## src/rtl/riscv_pkg.sv

```systemverilog
// Shared fetch-stage definitions: NOP encoding, PC step and fetch FSM states.
package riscv_pkg;

    localparam logic [31:0] NOP_INSTR  = 32'h0000_0013;
    localparam logic [31:0] INSTR_STEP = 32'd4;

    typedef enum logic [1:0] {
        REQ  = 2'd0,
        KILL = 2'd1,
        HELD = 2'd2
    } fetch_state_e;

    function automatic logic [31:0] align_word(input logic [31:0] addr);
        return addr & ~32'd3;
    endfunction

endpackage

```

## src/rtl/if_fetch_unit_if.sv

```systemverilog
// Instruction-memory read port: master = fetch unit, slave = memory.
interface if_fetch_unit_if;

    logic        imem_read;
    logic [31:0] imem_addr;
    logic [31:0] imem_readdata;
    logic        imem_busywait;

    modport master (
        output imem_read,
        output imem_addr,
        input  imem_readdata,
        input  imem_busywait
    );

    modport slave (
        input  imem_read,
        input  imem_addr,
        output imem_readdata,
        output imem_busywait
    );

endinterface

```

## src/rtl/if_perf_ctr.sv

```systemverilog
// Fetch performance counters (delivered instructions, memory wait cycles); wrap at 2^32.
module if_perf_ctr (
    input  logic        clk,
    input  logic        reset,
    input  logic        deliver,
    input  logic        imem_wait,
    output logic [31:0] fetch_count,
    output logic [31:0] imem_wait_cycles
);

    logic [31:0] fetch_count_q, fetch_count_d;
    logic [31:0] wait_cycles_q, wait_cycles_d;

    always_comb begin
        fetch_count_d = fetch_count_q;
        wait_cycles_d = wait_cycles_q;
        if (deliver)   fetch_count_d = fetch_count_q + 32'd1;
        if (imem_wait) wait_cycles_d = wait_cycles_q + 32'd1;
    end

    always_ff @(posedge clk or negedge reset) begin
        if (!reset) begin
            fetch_count_q <= 32'd0;
            wait_cycles_q <= 32'd0;
        end else begin
            fetch_count_q <= fetch_count_d;
            wait_cycles_q <= wait_cycles_d;
        end
    end

    assign fetch_count      = fetch_count_q;
    assign imem_wait_cycles = wait_cycles_q;

endmodule

```

## src/rtl/if_fetch_unit.sv

```systemverilog
// Instruction fetch stage: PC, REQ/KILL/HELD fetch FSM and IF/ID handshake.
// Optional macro IF_FETCH_PERF_EN adds fetch_count / imem_wait_cycles outputs.
module if_fetch_unit
    import riscv_pkg::*;
#(
    parameter logic [31:0] RESET_PC = 32'h0000_0000
) (
    input  logic                  clk,
    input  logic                  reset,
    input  logic                  stall,
    input  logic                  branch_taken,
    input  logic [31:0]           branch_target,
    if_fetch_unit_if.master       imem,
    output logic [31:0]           instruction_out,
    output logic [31:0]           PC_out,
    output logic                  busywait,
    output logic                  NOP_sel
`ifdef IF_FETCH_PERF_EN
    ,
    output logic [31:0]           fetch_count,
    output logic [31:0]           imem_wait_cycles
`endif
);

    fetch_state_e state_q, state_d;
    logic [31:0]  pc_q, pc_d;
    logic [31:0]  hold_q, hold_d;
    logic [31:0]  target_q, target_d;
    logic         read_req;
    logic         complete;
    logic [31:0]  br_tgt;

    // Outputs are gated by the live reset level so reset values appear immediately.
    always_comb begin
        state_d         = state_q;
        pc_d            = pc_q;
        hold_d          = hold_q;
        target_d        = target_q;
        read_req        = 1'b0;
        complete        = 1'b0;
        busywait        = 1'b1;
        NOP_sel         = 1'b0;
        instruction_out = NOP_INSTR;
        br_tgt          = align_word(branch_target);

        if (reset) begin
            read_req = (state_q != HELD);
            complete = read_req && !imem.imem_busywait;

            if (branch_taken) begin
                busywait = 1'b0;
                NOP_sel  = 1'b1;
                if (complete || state_q == HELD) begin
                    pc_d    = br_tgt;
                    hold_d  = NOP_INSTR;
                    state_d = REQ;
                end else begin
                    // Response still in flight: remember where to go once it drains.
                    target_d = br_tgt;
                    state_d  = KILL;
                end
            end else begin
                unique case (state_q)
                    REQ: begin
                        if (complete) begin
                            if (stall) begin
                                hold_d  = imem.imem_readdata;
                                state_d = HELD;
                            end else begin
                                busywait        = 1'b0;
                                instruction_out = imem.imem_readdata;
                                pc_d            = pc_q + INSTR_STEP;
                            end
                        end
                    end
                    KILL: begin
                        if (complete) begin
                            pc_d    = target_q;
                            state_d = REQ;
                        end
                    end
                    HELD: begin
                        if (!stall) begin
                            busywait        = 1'b0;
                            instruction_out = hold_q;
                            pc_d            = pc_q + INSTR_STEP;
                            state_d         = REQ;
                        end
                    end
                    default: state_d = REQ;
                endcase
            end
        end
    end

    always_ff @(posedge clk or negedge reset) begin
        if (!reset) begin
            state_q  <= REQ;
            pc_q     <= RESET_PC;
            hold_q   <= NOP_INSTR;
            target_q <= 32'd0;
        end else begin
            state_q  <= state_d;
            pc_q     <= pc_d;
            hold_q   <= hold_d;
            target_q <= target_d;
        end
    end

    assign imem.imem_read = read_req;
    assign imem.imem_addr = pc_q;
    assign PC_out         = pc_q;

`ifdef IF_FETCH_PERF_EN
    logic deliver;
    logic imem_wait;

    assign deliver   = !busywait && !NOP_sel;
    assign imem_wait = read_req && imem.imem_busywait;

    if_perf_ctr u_perf_ctr (
        .clk              (clk),
        .reset            (reset),
        .deliver          (deliver),
        .imem_wait        (imem_wait),
        .fetch_count      (fetch_count),
        .imem_wait_cycles (imem_wait_cycles)
    );
`endif

endmodule

```

## src/flat_wrapper.sv

```systemverilog
// flat-port wrapper written by rule: the top's interface ports become plain ports
module if_fetch_unit_flat import riscv_pkg::*;
#(
    parameter logic [31:0] RESET_PC = 32'h0000_0000
)
  (clk, reset, stall, branch_taken, branch_target, instruction_out, PC_out, busywait, NOP_sel, imem_imem_read, imem_imem_addr, imem_imem_readdata, imem_imem_busywait);
  if_fetch_unit_if imem_i ();
  input  logic clk;
  input  logic reset;
  input  logic stall;
  input  logic branch_taken;
  input  logic [31:0] branch_target;
  output logic [31:0] instruction_out;
  output logic [31:0] PC_out;
  output logic busywait;
  output logic NOP_sel;
  output wire logic [$bits(imem_i.imem_read)-1:0] imem_imem_read;
  output wire logic [$bits(imem_i.imem_addr)-1:0] imem_imem_addr;
  input wire logic [$bits(imem_i.imem_readdata)-1:0] imem_imem_readdata;
  input wire logic [$bits(imem_i.imem_busywait)-1:0] imem_imem_busywait;
  assign imem_imem_read = imem_i.imem_read;
  assign imem_imem_addr = imem_i.imem_addr;
  assign imem_i.imem_readdata = imem_imem_readdata;
  assign imem_i.imem_busywait = imem_imem_busywait;
  if_fetch_unit #(.RESET_PC(RESET_PC)) u_core (.clk(clk), .reset(reset), .stall(stall), .branch_taken(branch_taken), .branch_target(branch_target), .imem(imem_i), .instruction_out(instruction_out), .PC_out(PC_out), .busywait(busywait), .NOP_sel(NOP_sel));
endmodule
```

## config.mk

```make
export PLATFORM = sky130hd
export DESIGN_NAME = if_fetch_unit_flat
export DESIGN_NICKNAME = d
export VERILOG_FILES = /design/src/rtl/riscv_pkg.sv /design/src/rtl/if_fetch_unit_if.sv /design/src/rtl/if_perf_ctr.sv /design/src/rtl/if_fetch_unit.sv /design/src/flat_wrapper.sv
export SDC_FILE = /design/constraint.sdc
export NUM_CORES = 1
export LEC_CHECK = 0
export CAP_MARGIN = 40
export CORE_MARGIN = 10
export CORE_UTILIZATION = 40
export CTS_CLUSTER_DIAMETER = 30
export CTS_CLUSTER_SIZE = 10
export DETAILED_ROUTE_END_ITERATION = 12
export PLACE_DENSITY_LB_ADDON = 0.2
export SYNTH_ARGS = -nofsm -noshare
export SYNTH_HDL_FRONTEND = slang
export SYNTH_HIERARCHICAL = 1
export SYNTH_SLANG_ARGS = --single-unit
export TNS_END_PERCENT = 100
```

## constraint.sdc

```tcl
create_clock -name clk -period 2.3 [get_ports clk]
set_input_delay 0.23 -clock clk [delete_from_list [all_inputs] [get_ports clk]]
set_output_delay 0.23 -clock clk [all_outputs]
set_load 0.01 [all_outputs]
```

==> impl_metrics.env <==
export IMPL_r2r_cells=7
export IMPL_ys_flop_type="dfrtp_1"
export IMPL_ys_seq_elements=94
export IMPL_yosys_warnings=6
export IMPL_critPathCaptureType="output port"
export IMPL_grt_pass1_vias=5609
export IMPL_routed_wl_mm=18.4
export IMPL_vias=5422
export IMPL_fin_skew_ps=8.42
export IMPL_critPathArrivalTime_ps=2000
export IMPL_viasPerCell=5.63
export IMPL_syn_avg_cell_area_um2=8.64
export IMPL_first_pass_iters=5
export IMPL_area_growth_pct=37.0
export IMPL_grt_pass1_wl_mm=29.8
export IMPL_yosysUniqueCellTypes=63
export IMPL_clock_sinks=94
export IMPL_cp_required_ps=2070
export IMPL_endpoint="busywait"
export IMPL_min_period_over_period=0.971
export IMPL_ant_nets=0
export IMPL_drive_above_1_share=0.134
export IMPL_slew_viol_final=0
export IMPL_port_buffers=161
export IMPL_clock_fmax_mhz=448
export IMPL_drc=0
export IMPL_critical_path_startpoint="u_core/state_q[1]"
export IMPL_clk_latency_ps=350
export IMPL_postLayoutCoreUtil=0.557
export IMPL_hold_violations=0
export IMPL_ys_seq_area_frac=0.421
export IMPL_antenna_cells=0
export IMPL_status="complete, no violations"
export IMPL_antenna_found_initial=0
export IMPL_nNetsFinal=848
export IMPL_yosysTopAreaCell="dfrtp_1"
export IMPL_netlist_instances=648
export IMPL_die_width_um=138
export IMPL_ff_latch_area_um2=2360
export IMPL_whs_ps=24.6
export IMPL_ios=168
export IMPL_clk_pin_slew_worst_paths_ps=60
export IMPL_tritoncts="yes"
export IMPL_rsz0062_at_grt="no"
export IMPL_clock_path_buffers=2
export IMPL_slew_headroom=0.597
export IMPL_overflow=0
export IMPL_cap_viol_max_count=0
export IMPL_irDropWorstVdd_mv=0.408
export IMPL_leakage_nw=3.30
export IMPL_cp_start_kind="flop"
export IMPL_powerDensity_nw_per_um2=801
export IMPL_gp_congestion=0.842
export IMPL_fp_row_count=43
export IMPL_dieArea_um2=19100
export IMPL_regToRegEndpoint="u_core/PC_out[17]"
export IMPL_critical_path_class="reg2out"
export IMPL_multi_input_area_um2=2800
export IMPL_tightest_slew_ps=599
export IMPL_drt_initial_drc_count=462
export IMPL_final_fill_count=1297
export IMPL_dpl_instance_area_um2=7280
export IMPL_cts_root_buf="clkbuf_16"
export IMPL_routedWlPerCell_um=19.1
export IMPL_finalSetupViolations=0
export IMPL_synth_top_area_share=0.407
export IMPL_r2r_slack_ps=220
export IMPL_grt_total_usage=0.187
export IMPL_fp_dieH_um=138
export IMPL_cts_buffers=9
export IMPL_synth_area_leaders="dfrtp_1 41%, nand2_1 6.9%, mux2_2 5.8%"
export IMPL_synth_area_um2=5600
export IMPL_synth_edf_count=0
export IMPL_h_tree_depth=3
export IMPL_grt_max_degree=52
export IMPL_worstPathMaxFanout=4
export IMPL_core_um2=13800
export IMPL_hold_path_class="in2async"
export IMPL_start_util=0.406
export IMPL_fin_crit_ps=2230
export IMPL_synth_async_sr_flop_share=1.00
export IMPL_dpl_hpwl_mm=13.0
export IMPL_rr_startpoint="u_core/state_q[1]"
export IMPL_postLayoutCellArea_um2=7670
logic make-up after synthesis:
| family | share of synthesized area |
|---|---|
| compound gates | 0.177 |
| xor+xnor | 0.0157 |
| fa+ha+maj | 0.00224 |
| buf+inv | 0.0885 |
| flops | 0.421 |
| mux | 0.0655 |
| other cells | 0.000670 |
| simple gates | 0.230 |
how the worst min path moves through the flow:
stage          startpoint                 to  slack, ps  depth (start not counted)
2_1_floorplan       reset  u_core/PC_out[10]        -70                          0
3_3_place_gp        reset  u_core/hold_q[28]         70                          1
3_5_place_dp        reset  u_core/hold_q[28]         80                          1
4_1_cts             reset  u_core/hold_q[23]         20                          2
5_1_grt             reset  u_core/hold_q[26]         60                          2
6_report            reset  u_core/hold_q[26]         20                          2
report_power, final:
part / internal [mW] / switching, mW / total, mW
registers: 2.00 / 0.402 / 2.40
clock network: 1.12 / 0.662 / 1.79
logic: 1.06 / 0.900 / 1.96
total: 4.18 / 1.96 / 6.14
worst max-delay path, stage by stage, from the launching register on:
cell and delay (ps):
dfrtp_2 440, or2b_2 300, and2_1 180, o21ai_0 140
clkdlybuf4s50_1 590
per-stage QoR:
stage          worst slack, ps  instances  power, mW  TNS (ps)
4_1_cts                   56.8        963       6.19         0
6_report                  67.7        963       6.14         0
3_3_place_gp             -39.1        940       4.30     -59.1
3_5_place_dp             -63.7        941       4.37      -425
2_1_floorplan              427        651       3.45         0
5_1_grt                   5.49        963       6.47         0
state kept, by name, indices dropped and copies added, names as in the netlist:
register,flops
u_core/hold_q,32
u_core/PC_out,30
u_core/state_q,2
u_core/target_q,30
Yosys cell counts (6+ instances only):
master,count
a31oi_1,13
buf_1,8
xnor2_1,7
dfrtp_1,91
nor3_1,9
a21oi_1,20
nand4_1,34
nand2b_1,6
and3_1,11
buf_2,6
inv_1,11
a22oi_1,31
nand2_1,103
o21ai_0,42
a211oi_1,6
mux2_2,29
nand3_1,19
nor2_1,56
clkbuf_1,29
buf_4,35
o21ai_1,6
metal layers:
| metal | global-route usage | wire length [µm] | part of all wire | vias up |
|---|---|---|---|---|
| li1 | - | - | - | 2555 |
| met1 | 0.228 | 7740 | 0.42 | 2631 |
| met2 | 0.305 | 8910 | 0.48 | 208 |
| met3 | 0.0500 | 1380 | 0.075 | 28 |
| met4 | 0.0794 | 360 | 0.020 | 0 |
| met5 | 0 | 0 | 0 | - |
placed cells by master, fill, tap and decap left out, types with 7 or more instances in the layout:
cell             count
clkdlybuf4s50_1    130
nand2_1            102
dfrtp_1             89
nor2_1              56
o21ai_0             42
nand4_1             34
a22oi_1             31
buf_4               30
dlygate4sd2_1       29
mux2_2              29
a21oi_1             20
nand3_1             19
a31oi_1             13
inv_1               11
and3_1              11
clkbuf_16            9
nor3_1               8
xnor2_1              7
area by class of cell:
cell class | count | area share
multi-input cells | 466 | 0.365
repair buffers | 196 | 0.246
clock buffers | 11 | 0.0330
well taps | 180 | 0.0294
flip-flops and latches | 94 | 0.308
inverters | 11 | 0.00539
clock inverters | 5 | 0.0135
timing repair:
action | 4_1_cts | 5_1_grt
hold endpoints to repair | 2 | 0
pin swaps | 1 | 0
setup endpoints to repair | 31 | 1
setup buffers | 3 | 0
resized for setup | 38 | 1
cloned | 2 | 0
hold buffers | 1 | 0
No activity file was read; power rests on OpenSTA's default activity.
